[src/rtl/fetch_pkg.sv]
// Shared constants and the fetch-queue slot record for the instruction fetch unit.
package fetch_pkg;

  localparam int unsigned        INSTR_W   = 32;
  localparam logic [INSTR_W-1:0] NOP_INSTR = 32'h0000_0000;
  localparam int unsigned        PC_INCR   = 4;

  // One fetch-queue slot. The slot PC is stored beside the record because its width is a module parameter.
  typedef struct packed {
    logic [INSTR_W-1:0] instr;
    logic               filled;
  } fq_entry_t;

endpackage

[src/rtl/fetch_queue_unit_if.sv]
// Fetch-side handshakes: execute redirect, decode handoff and the instruction-memory request/response channel.
interface fetch_queue_unit_if
  import fetch_pkg::*;
#(
  parameter int unsigned ADDR_W = 32
);

  logic               pc_sel;
  logic [ADDR_W-1:0]  pc_target;
  logic               stall_d;
  logic               imem_req_valid;
  logic               imem_req_ready;
  logic [ADDR_W-1:0]  imem_req_addr;
  logic               imem_rsp_valid;
  logic [INSTR_W-1:0] imem_rsp_data;
  logic               valid_d;
  logic [INSTR_W-1:0] instr_d;
  logic [ADDR_W-1:0]  pc_d;
  logic [ADDR_W-1:0]  pc_next_d;

  modport master (
    input  pc_sel, pc_target, stall_d, imem_req_ready, imem_rsp_valid, imem_rsp_data,
    output imem_req_valid, imem_req_addr, valid_d, instr_d, pc_d, pc_next_d
  );

  modport slave (
    output pc_sel, pc_target, stall_d, imem_req_ready, imem_rsp_valid, imem_rsp_data,
    input  imem_req_valid, imem_req_addr, valid_d, instr_d, pc_d, pc_next_d
  );

endinterface

[src/rtl/fetch_entry_queue.sv]
// Circular buffer of in-flight fetches: alloc pointer for new requests, fill pointer for the
// oldest entry still waiting on memory, head pointer for the entry offered to decode.
module fetch_entry_queue
  import fetch_pkg::*;
#(
  parameter int unsigned  ADDR_W   = 32,
  parameter int unsigned  FQ_DEPTH = 4,
  localparam int unsigned IDX_W    = $clog2(FQ_DEPTH),
  localparam int unsigned PTR_W    = IDX_W + 1
) (
  input  logic               clk,
  input  logic               rst,
  input  logic               flush,
  input  logic               alloc_en,
  input  logic [ADDR_W-1:0]  alloc_pc,
  input  logic               fill_en,
  input  logic [INSTR_W-1:0] fill_data,
  input  logic               deq_en,
  output logic [PTR_W-1:0]   count,
  output logic [PTR_W-1:0]   unfilled,
  output logic               head_filled,
  output logic [INSTR_W-1:0] head_instr,
  output logic [ADDR_W-1:0]  head_pc
);

  localparam logic [PTR_W-1:0] PTR_FULL = PTR_W'(FQ_DEPTH);

  logic [PTR_W-1:0]  alloc_ptr_r;
  logic [PTR_W-1:0]  fill_ptr_r;
  logic [PTR_W-1:0]  head_ptr_r;
  fq_entry_t         slot_r [FQ_DEPTH];
  logic [ADDR_W-1:0] pc_r   [FQ_DEPTH];

  logic [IDX_W-1:0]  alloc_idx_s;
  logic [IDX_W-1:0]  fill_idx_s;
  logic [IDX_W-1:0]  head_idx_s;
  logic              alloc_ok_s;
  logic              fill_ok_s;
  logic              deq_ok_s;

  // Pointers carry one wrap bit so full and empty are distinguishable by subtraction.
  assign alloc_idx_s = alloc_ptr_r[IDX_W-1:0];
  assign fill_idx_s  = fill_ptr_r[IDX_W-1:0];
  assign head_idx_s  = head_ptr_r[IDX_W-1:0];

  assign count       = alloc_ptr_r - head_ptr_r;
  assign unfilled    = alloc_ptr_r - fill_ptr_r;
  assign head_filled = (count != '0) && slot_r[head_idx_s].filled;
  assign head_instr  = slot_r[head_idx_s].instr;
  assign head_pc     = pc_r[head_idx_s];

  // Guard each operation against illegal requests so a misbehaving caller cannot corrupt the ring.
  always_comb begin
    alloc_ok_s = alloc_en && (count != PTR_FULL);
    fill_ok_s  = fill_en && (unfilled != '0);
    deq_ok_s   = deq_en && head_filled;
  end

  // Pointer advance; flush returns the ring to empty.
  always_ff @(posedge clk or negedge rst) begin
    if (!rst) begin
      alloc_ptr_r <= '0;
      fill_ptr_r  <= '0;
      head_ptr_r  <= '0;
    end else if (flush) begin
      alloc_ptr_r <= '0;
      fill_ptr_r  <= '0;
      head_ptr_r  <= '0;
    end else begin
      if (alloc_ok_s) begin
        alloc_ptr_r <= alloc_ptr_r + PTR_W'(1'b1);
      end
      if (fill_ok_s) begin
        fill_ptr_r <= fill_ptr_r + PTR_W'(1'b1);
      end
      if (deq_ok_s) begin
        head_ptr_r <= head_ptr_r + PTR_W'(1'b1);
      end
    end
  end

  // Slot payload; alloc, fill and dequeue never target the same slot in one cycle.
  always_ff @(posedge clk or negedge rst) begin
    if (!rst) begin
      slot_r <= '{default: '0};
    end else if (flush) begin
      slot_r <= '{default: '0};
    end else begin
      if (alloc_ok_s) begin
        slot_r[alloc_idx_s] <= '{instr: NOP_INSTR, filled: 1'b0};
      end
      if (fill_ok_s) begin
        slot_r[fill_idx_s].instr  <= fill_data;
        slot_r[fill_idx_s].filled <= 1'b1;
      end
      if (deq_ok_s) begin
        slot_r[head_idx_s].filled <= 1'b0;
      end
    end
  end

  // Slot PCs are written at allocation only.
  always_ff @(posedge clk or negedge rst) begin
    if (!rst) begin
      pc_r <= '{default: '0};
    end else if (alloc_ok_s && !flush) begin
      pc_r[alloc_idx_s] <= alloc_pc;
    end
  end

endmodule

[src/rtl/fetch_queue_unit.sv]
// Instruction fetch front end: fetch PC, redirect handling with stale-response dropping,
// and the handoff of in-order fetched words to decode.
module fetch_queue_unit
  import fetch_pkg::*;
#(
  parameter int unsigned       ADDR_W   = 32,
  parameter int unsigned       FQ_DEPTH = 4,
  parameter logic [ADDR_W-1:0] RESET_PC = '0
) (
  input logic                clk,
  input logic                rst,
  fetch_queue_unit_if.master fq
);

  localparam int unsigned       PTR_W      = $clog2(FQ_DEPTH) + 1;
  localparam logic [PTR_W:0]    DEPTH_W    = (PTR_W + 1)'(FQ_DEPTH);
  localparam logic [ADDR_W-1:0] RESET_WORD = {RESET_PC[ADDR_W-1:2], 2'b00};
  localparam logic [ADDR_W-1:0] INCR_W     = ADDR_W'(PC_INCR);

  logic [ADDR_W-1:0]  fetch_pc_r;
  logic [PTR_W-1:0]   drop_cnt_r;

  logic [PTR_W-1:0]   count_s;
  logic [PTR_W-1:0]   unfilled_s;
  logic [PTR_W-1:0]   outstanding_s;
  logic [PTR_W-1:0]   drop_next_s;
  logic               head_filled_s;
  logic [INSTR_W-1:0] head_instr_s;
  logic [ADDR_W-1:0]  head_pc_s;
  logic               room_s;
  logic               req_valid_s;
  logic               req_fire_s;
  logic               drop_rsp_s;
  logic               fill_s;
  logic               valid_d_s;
  logic               deq_s;

  fetch_entry_queue #(
    .ADDR_W   (ADDR_W),
    .FQ_DEPTH (FQ_DEPTH)
  ) u_queue (
    .clk         (clk),
    .rst         (rst),
    .flush       (fq.pc_sel),
    .alloc_en    (req_fire_s),
    .alloc_pc    (fetch_pc_r),
    .fill_en     (fill_s),
    .fill_data   (fq.imem_rsp_data),
    .deq_en      (deq_s),
    .count       (count_s),
    .unfilled    (unfilled_s),
    .head_filled (head_filled_s),
    .head_instr  (head_instr_s),
    .head_pc     (head_pc_s)
  );

  // Handshake decisions. Responses still owed to flushed requests occupy queue budget until they return.
  always_comb begin
    room_s        = ({1'b0, count_s} + {1'b0, drop_cnt_r}) < DEPTH_W;
    req_valid_s   = rst && room_s && !fq.pc_sel;
    req_fire_s    = req_valid_s && fq.imem_req_ready;
    drop_rsp_s    = fq.imem_rsp_valid && (drop_cnt_r != '0);
    fill_s        = fq.imem_rsp_valid && (drop_cnt_r == '0) && !fq.pc_sel;
    valid_d_s     = head_filled_s && !fq.pc_sel;
    deq_s         = valid_d_s && !fq.stall_d;
    outstanding_s = drop_cnt_r + unfilled_s;
    if (fq.imem_rsp_valid && (outstanding_s != '0)) begin
      drop_next_s = outstanding_s - PTR_W'(1'b1);
    end else begin
      drop_next_s = outstanding_s;
    end
  end

  // Fetch PC: redirect wins, otherwise advance one word per accepted request (wraps naturally).
  always_ff @(posedge clk or negedge rst) begin
    if (!rst) begin
      fetch_pc_r <= RESET_WORD;
    end else if (fq.pc_sel) begin
      fetch_pc_r <= {fq.pc_target[ADDR_W-1:2], 2'b00};
    end else if (req_fire_s) begin
      fetch_pc_r <= fetch_pc_r + INCR_W;
    end
  end

  // Responses owed to flushed requests; a redirect while dropping keeps the earlier debt.
  always_ff @(posedge clk or negedge rst) begin
    if (!rst) begin
      drop_cnt_r <= '0;
    end else if (fq.pc_sel) begin
      drop_cnt_r <= drop_next_s;
    end else if (drop_rsp_s) begin
      drop_cnt_r <= drop_cnt_r - PTR_W'(1'b1);
    end
  end

  assign fq.imem_req_valid = req_valid_s;
  assign fq.imem_req_addr  = fetch_pc_r;
  assign fq.valid_d        = valid_d_s;
  assign fq.instr_d        = valid_d_s ? head_instr_s : NOP_INSTR;
  assign fq.pc_d           = valid_d_s ? head_pc_s : '0;
  assign fq.pc_next_d      = valid_d_s ? (head_pc_s + INCR_W) : '0;

endmodule
[src/flat_wrapper.sv]
// flat-port wrapper written by rule: the top's interface ports become plain ports
module fetch_queue_unit_flat import fetch_pkg::*;
#(
  parameter int unsigned       ADDR_W   = 32,
  parameter int unsigned       FQ_DEPTH = 4,
  parameter logic [ADDR_W-1:0] RESET_PC = '0
)
  (clk, rst, fq_pc_sel, fq_pc_target, fq_stall_d, fq_imem_req_ready, fq_imem_rsp_valid, fq_imem_rsp_data, fq_imem_req_valid, fq_imem_req_addr, fq_valid_d, fq_instr_d, fq_pc_d, fq_pc_next_d);
  fetch_queue_unit_if #(.ADDR_W(ADDR_W)) fq_i ();
  input logic clk;
  input logic rst;
  input wire logic [$bits(fq_i.pc_sel)-1:0] fq_pc_sel;
  input wire logic [$bits(fq_i.pc_target)-1:0] fq_pc_target;
  input wire logic [$bits(fq_i.stall_d)-1:0] fq_stall_d;
  input wire logic [$bits(fq_i.imem_req_ready)-1:0] fq_imem_req_ready;
  input wire logic [$bits(fq_i.imem_rsp_valid)-1:0] fq_imem_rsp_valid;
  input wire logic [$bits(fq_i.imem_rsp_data)-1:0] fq_imem_rsp_data;
  output wire logic [$bits(fq_i.imem_req_valid)-1:0] fq_imem_req_valid;
  output wire logic [$bits(fq_i.imem_req_addr)-1:0] fq_imem_req_addr;
  output wire logic [$bits(fq_i.valid_d)-1:0] fq_valid_d;
  output wire logic [$bits(fq_i.instr_d)-1:0] fq_instr_d;
  output wire logic [$bits(fq_i.pc_d)-1:0] fq_pc_d;
  output wire logic [$bits(fq_i.pc_next_d)-1:0] fq_pc_next_d;
  assign fq_i.pc_sel = fq_pc_sel;
  assign fq_i.pc_target = fq_pc_target;
  assign fq_i.stall_d = fq_stall_d;
  assign fq_i.imem_req_ready = fq_imem_req_ready;
  assign fq_i.imem_rsp_valid = fq_imem_rsp_valid;
  assign fq_i.imem_rsp_data = fq_imem_rsp_data;
  assign fq_imem_req_valid = fq_i.imem_req_valid;
  assign fq_imem_req_addr = fq_i.imem_req_addr;
  assign fq_valid_d = fq_i.valid_d;
  assign fq_instr_d = fq_i.instr_d;
  assign fq_pc_d = fq_i.pc_d;
  assign fq_pc_next_d = fq_i.pc_next_d;
  fetch_queue_unit #(.ADDR_W(ADDR_W), .FQ_DEPTH(FQ_DEPTH), .RESET_PC(RESET_PC)) u_core (.clk(clk), .rst(rst), .fq(fq_i));
endmodule
[config.mk]
export PLATFORM = sky130hd
export DESIGN_NAME = fetch_queue_unit_flat
export DESIGN_NICKNAME = d
export VERILOG_FILES = /design/src/rtl/fetch_pkg.sv /design/src/rtl/fetch_queue_unit_if.sv /design/src/rtl/fetch_entry_queue.sv /design/src/rtl/fetch_queue_unit.sv /design/src/flat_wrapper.sv
export SDC_FILE = /design/constraint.sdc
export NUM_CORES = 1
export LEC_CHECK = 0
export BUFFER_PORTS_ARGS = -buffer_cell sky130_fd_sc_hd__buf_2
export CAP_MARGIN = 10
export CORE_UTILIZATION = 45
export DETAILED_ROUTE_END_ITERATION = 8
export GPL_ROUTABILITY_DRIVEN = 0
export MAX_ROUTING_LAYER = met4
export PLACE_DENSITY_LB_ADDON = 0.12
export SYNTH_ARGS = -nofsm -noshare
export SYNTH_HDL_FRONTEND = slang
export SYNTH_SLANG_ARGS = --single-unit
[constraint.sdc]
create_clock -name clk -period 5.27 [get_ports clk]
set_input_delay 0.7905 -clock clk [delete_from_list [all_inputs] [get_ports clk]]
set_output_delay 0.7905 -clock clk [all_outputs]
set_load 0.01 [all_outputs]
== Word level (Yosys, flattened, before mapping) ==
Cells that the tools add are included.
W data, S select, Z words.

* Flip-flop bits (word level): 304
* Input bits: 70
* Output and inout bits: 130
* Logic and storage cells: 110

* Add/sub/neg operators: 11
* $lt $le $gt $ge: 7
* Equal/unequal tests: 1
* Muxes and demuxes: 40
* Bitwise operators: 5
* Reductions and logical operators: 29

{| class="wikitable"
|+ Operators by type and width
! cell !! number
|-
| $mux W132 || 6
|-
| $bwmux W132 || 3
|-
| $demux W33 S2 || 4
|-
| $mux W32 || 8
|-
| $and A132 B132 Y132 || 1
|-
| $mux W33 || 4
|-
| $not A132 Y132 || 1
|-
| $bwmux W128 || 1
|-
| $bmux W33 S2 || 1
|-
| $add A32 B3 Y32 const B || 2
|-
| $bmux W32 S2 || 1
|-
| $demux W32 S2 || 1
|-
| $mux W3 || 9
|-
| $logic_and A1 B1 Y1 || 17
|-
| $reduce_bool A3 Y1 || 4
|-
| $reduce_bool A2 Y1 || 5
|-
| $add A3 B1 Y3 const B || 3
|-
| $ge A3 B3 Y1 const B || 3
|-
| $lt A3 B1 Y1 const B || 3
|-
| $not A2 Y3 || 3
|-
| $sub A3 B1 Y3 const B || 2
|-
| $sub A3 B3 Y3 || 2
|-
| $add A3 B3 Y4 || 1
|-
| $lt A4 B3 Y1 const B || 1
|-
| 5 further kinds || 7
|}

== Longest topological paths before layout ==
* Depth after elaboration: 16
* Gate-level depth with buffers: 18
* Depth with buffers taken out: 13

== Hierarchy ==
Synthesis repeated with hierarchy kept, for this count alone.

* Cell total of the unflattened synthesis: 1,490
* Area total of the unflattened synthesis: 16,080.4 µm²

{| class="wikitable"
|+ By module, submodules not included
! module !! times used !! cells each !! area each (µm²) !! sequential area each (µm²)
|-
| fetch_entry_queue || 1 || 1,013 || 12,472.0 || 6,731.5
|-
| fetch_queue_unit || 1 || 477 || 3,608.5 || 825.8
|}

== Worst setup path after synthesis ==
OpenSTA, ideal clock, no wires.

* Kind: flip-flop to flip-flop
* Start point: register u_core.u_queue.head_ptr_r[1]
* End point: register u_core.u_queue.pc_r[100] (netlist bit)
* Library setup time: 0.125 ns
* Data arrival time: 4.594 ns
* Required time: 5.145 ns
* Path slack: 0.551 ns
* Stages on the path, launching flop included: 18
* Buffers on the path: 9
* Clock period less this slack: 4.719 ns
* Cells stage by stage: dfrtp_1 > buf_4 > buf_2 > buf_2 > buf_2 > buf_2 > buf_2 > inv_1 > fa_1 > xnor3_1 > ha_1 > nor4_1 > and4b_1 > buf_2 > nand3_1 > clkbuf_1 > clkbuf_1 > mux2_2

* Word-level cells in the longest chain between the ends: 8
* Elaborated cells on any way between the ends: 9
* Classes of those cells: 2 x add/sub; 1 x order compare; 1 x eq/ne; 5 x reduce/logical

{| class="wikitable"
|+ Ends and longest elaborated chain
! item !! line !! RTL
|-
| from (decl) || fetch_entry_queue.sv:30 || <nowiki>logic [PTR_W-1:0] head_ptr_r;</nowiki>
|-
| from (signal assigned) || fetch_entry_queue.sv:77 || <nowiki>head_ptr_r <= head_ptr_r + PTR_W'(1'b1);</nowiki>
|-
| $sub A3 B3 Y3 (*) || fetch_entry_queue.sv:46 || <nowiki>assign count = alloc_ptr_r - head_ptr_r;</nowiki>
|-
| $add A3 B3 Y4 || fetch_queue_unit.sv:59 || <nowiki>room_s = ({1'b0, count_s} + {1'b0, drop_cnt_r}) < DEPTH_W;</nowiki>
|-
| $lt A4 B3 Y1 || fetch_queue_unit.sv:59 ||
|-
| $logic_and A1 B1 Y1 (2 in series) || fetch_queue_unit.sv:60 || <nowiki>req_valid_s = rst && room_s && !fq.pc_sel;</nowiki>
|-
| $logic_and A1 B1 Y1 || fetch_queue_unit.sv:61 || <nowiki>req_fire_s = req_valid_s && fq.imem_req_ready;</nowiki>
|-
| $logic_and A1 B1 Y1 (*) || fetch_entry_queue.sv:54 || <nowiki>alloc_ok_s = alloc_en && (count != PTR_FULL);</nowiki>
|-
| $logic_and A1 B1 Y1 (*) || fetch_entry_queue.sv:106 || <nowiki>end else if (alloc_ok_s && !flush) begin</nowiki>
|-
| to (signal, indexed assignment) || fetch_entry_queue.sv:107 || <nowiki>pc_r[alloc_idx_s] <= alloc_pc;</nowiki>
|-
| to (decl) || fetch_entry_queue.sv:32 || <nowiki>logic [ADDR_W-1:0] pc_r [FQ_DEPTH];</nowiki>
|}

Mark *: on every way between the ends. The rest lies on a longest branch, timed or not.
A chain may end at the register's enable or synchronous reset.

== Final worst setup path ==
* Start point: register u_core.u_queue.head_ptr_r[0]
* End point: output port fq_pc_next_d[28]

* Word-level cells in the longest chain between the ends: 7
* Elaborated cells on any way between the ends: 13
* Classes of those cells: 2 x add/sub; 7 x mux; 1 x bitwise; 3 x reduce/logical

{| class="wikitable"
|+ Ends and longest elaborated chain
! item !! line !! RTL
|-
| parallel branches: the longest is 6 deep, another holds $add A32 B3 Y32 || - ||
|-
| $mux W32 (*) || fetch_queue_unit.sv:101 || <nowiki>assign fq.pc_next_d = valid_d_s ? (head_pc_s + INCR_W) : '0;</nowiki>
|-
| to (decl) || flat_wrapper.sv:23 || <nowiki>output wire logic [$bits(fq_i.pc_next_d)-1:0] fq_pc_next_d;</nowiki>
|}

Mark *: on every way between the ends. The select of a mux whose other input is x is not followed.

==> impl_metrics.py <==
metrics = {
    "synth": {
        "synth.most_common_cell": "dfrtp_1",
        "synth_area_leaders": "dfrtp_1 (48%), mux2_2 (8.5%), mux4_2 (8.4%)",
        "ys_seq_area_share_pct": 48.0,
        "syn_inst": 1433,
        "synth_edf_count": 0,
        "ys_ff_latch": 294,
        "netlist_area_um2": 15300,
        "ys_warn_count": 0,
        "synth_top_area_share_pct": 48.0,
        "ys_top_cells_by_count": "dfrtp_1 (294), nor2_1 (166), mux2_2 (116), nand2_1 (102), clkbuf_1 (90)",
        "syn_avg_cell_area_um2": 10.7,
        "async_flop_share_pct": 100,
        "synth.distinct_cells": 61,
        "ys.flop_type": "dfrtp_1",
        "synth_area_leader_cell": "dfrtp_1",
    },
    "setup_path": {
        "rr_endpoint": "u_core.u_queue.slot_r[3]",
        "path_cells": "buf_4, mux4_2, ha_1, nand3_2, or4b_1, or4_1, a21oi_1, buf_2",
        "crit_type": "flop to primary output",
        "worst_setup_path_end_kind": "primary output",
        "cp_max_fo": 15,
        "r2r_slack_ns": 1.14,
        "max_stage_delay_ns": 0.80,
        "crit_path_top_delay_cell": "or4b_1",
        "r2r_start": "u_core.u_queue.head_ptr_r[0]",
        "crit_required_ns": 4.48,
        "arrival_ns": 3.92,
        "start_kind": "flop",
        "worstRegToRegCells": 11,
        "critPathCapture": "fq_pc_next_d[28]",
        "cp-startpoint": "u_core.u_queue.head_ptr_r[0]",
    },
    "sta": {
        "fmax_ghz": 0.212,
        "worstMarginPinSlew_ns": 1.00,
        "setup-tns-final_ns": 0,
        "clock_skew_ns": 0.0232,
        "hold_viol_final": 0,
        "finalWorstSetupSlack_ns": 0.563,
        "whs_ns": 0.206,
        "slew_violations": 0,
        "fin_crit_sh_pct": 89.3,
        "setup_viol": 0,
        "fin_crit_ns": 4.71,
        "relSlewSlack_pct": 33.2,
        "grt_setup_unrepaired": "false",
    },
    "placement": {
        "place_worst_setup_slack_ns": 1.08,
        "post-dp-hpwl_um": 25700,
        "io_buffers": 191,
        "dpl_cell_area_um2": 16600,
        "dp.cells": 1977,
    },
    "clock_network": {
        "htree_levels": 2,
        "tritoncts": "built",
        "clkLatencyLatePin_ns": 0.51,
        "cts_buffers": 35,
        "cts.sinks": 294,
        "root_buffer": "clkbuf_16",
        "clkTransAtPathRegs_ns": 0.06,
        "ctsHoldBuffers": 0,
        "clockBufferDepth": 3,
        "cts_setup_buffers": 0,
        "post_cts_resized": 0,
    },
    "die": {
        "die_w_um": 187,
        "rows": 67,
        "die_y_um": 187,
        "coreArea_um2": 33500,
        "die_area_um2": 34800,
        "start_util_pct": 45.7,
        "ios": 200,
    },
    "global_routing": {
        "grtUsageTotal_pct": 24.7,
        "grt_pass1_wl_um": 66500,
        "grt_antenna_before_repair": 0,
        "grt_overflow": 0,
        "grt_start_max_net_pins": 160,
        "grt_pass1_vias": 11700,
    },
    "route": {
        "drtAntennaViolNets": 0,
        "wl_per_cell_um": 20.4,
        "route.detailed.drc": 0,
        "vias": 11700,
        "routed_wirelength_um": 41600,
        "initialDrtViolationCount": 850,
        "vias_per_cell": 5.73,
        "firstDrtPassIters": 7,
    },
    "layout": {
        "finish.instance_area_um2": 17800,
        "drive_above_1_share_pct": 29.0,
        "syn_to_final_growth_pct": 16.2,
        "finalNetCount": 1662,
        "diodes": 0,
        "fin_cells": 2036,
        "utilization_pct": 53.1,
    },
    "pwr": {
        "finalPower_mw": 6.25,
        "leakage_nw": 8.42,
        "ir_worst_vdd_uv": 206,
        "power_density_nw_per_um2": 351,
    },
    "outcome": {
        "status": "complete, no violations",
    },
    "flow_run": {
        "cap_violations": 0,
    },
    "hold_path": {
        "hp-class": "primary input to async pin",
    },
}
-- power breakdown --
group | switching [mW] | internal [mW] | total (mW)
registers | 0.200 | 2.49 | 2.69
logic | 0.607 | 0.482 | 1.09
clock network | 0.926 | 1.54 | 2.46
-- cell families after synthesis --
kind of cell             Yosys count  share of synthesized area [%]
buffers and inverters            182                           4.84
adder cells (fa/ha/maj)           26                           2.27
other                              1                         0.0244
flip-flops                       294                           48.0
multiplexers                     187                           18.3
XOR/XNOR                          20                           1.32
AO/OA/AOI/OAI                    254                           10.5
AND/OR/NAND/NOR                  469                           14.7
-- worst min-delay path by stage --
| stage | start | end | slack (ns) |
|---|---|---|---|
| floorplan | u_core.u_queue.pc_r[57] | u_core.u_queue.pc_r[57] | 0.44 |
| global placement | u_core.u_queue.pc_r[25] | u_core.u_queue.pc_r[25] | 0.46 |
| detailed placement | u_core.u_queue.pc_r[57] | u_core.u_queue.pc_r[57] | 0.47 |
| CTS | rst | u_core.u_queue.slot_r[62] | 0.22 |
| global route | rst | u_core.u_queue.slot_r[62] | 0.24 |
| finish | rst | u_core.u_queue.slot_r[62] | 0.21 |
-- layer usage --
metal / track usage (%) / wire length, um
met1: 34.5 / 19000
met4: 6.43 / 756
met3: 3.27 / 2460
met2: 38.1 / 19400
met5: - / 0
-- cells in the final DEF (no fill, tap or decap), types with 5 or more instances in the layout --
cell,count
buf_2,189
mux4_1,5
xnor2_1,11
o211ai_1,6
conb_1,6
and3_1,6
a22o_1,32
nand4_1,9
nor4_1,5
o311ai_0,9
mux2_2,116
nor3_1,12
nand2_1,101
xor2_1,7
clkbuf_16,37
a221o_1,6
o21ai_0,50
buf_4,26
clkbuf_8,12
dfrtp_1,292
inv_1,54
nand3_1,56
a21oi_1,62
mux4_2,57
a31oi_1,70
and4_1,7
nand3_2,5
nor2_1,166
or3_1,9
and2_1,65
mux2i_1,7
ha_1,23
-- flip-flops by register name (all words and copies together), names as in the netlist --
signal,flops
u_core.u_queue.fill_ptr_r,3
u_core.u_queue.pc_r,120
u_core.fq.imem_req_addr,30
u_core.u_queue.head_ptr_r,3
u_core.u_queue.slot_r,132
u_core.u_queue.alloc_ptr_r,3
u_core.drop_cnt_r,3
-- area by class of cell --
cell class,instances,area (um^2)
Timing Repair Buffer,218,1200
Inverter,55,206
Fill cell,3066,15700
Sequential cell,294,7360
Clock buffer,52,1100
Multi-Input combinational cell,962,7300
Tap cell,448,561
Clock inverter,7,88.8
-- worst max-delay path: cells and delay by family (launching register included) --
kind	cells	cell delay (ns)
muxes	1	0.37
AOI/OAI and AO/OA	1	0.15
adders and majority gates	1	0.31
and+or+nand+nor	3	1.44
DFF	1	0.61
buffers and inverters	2	0.52
(Power assumes the default switching activity.)
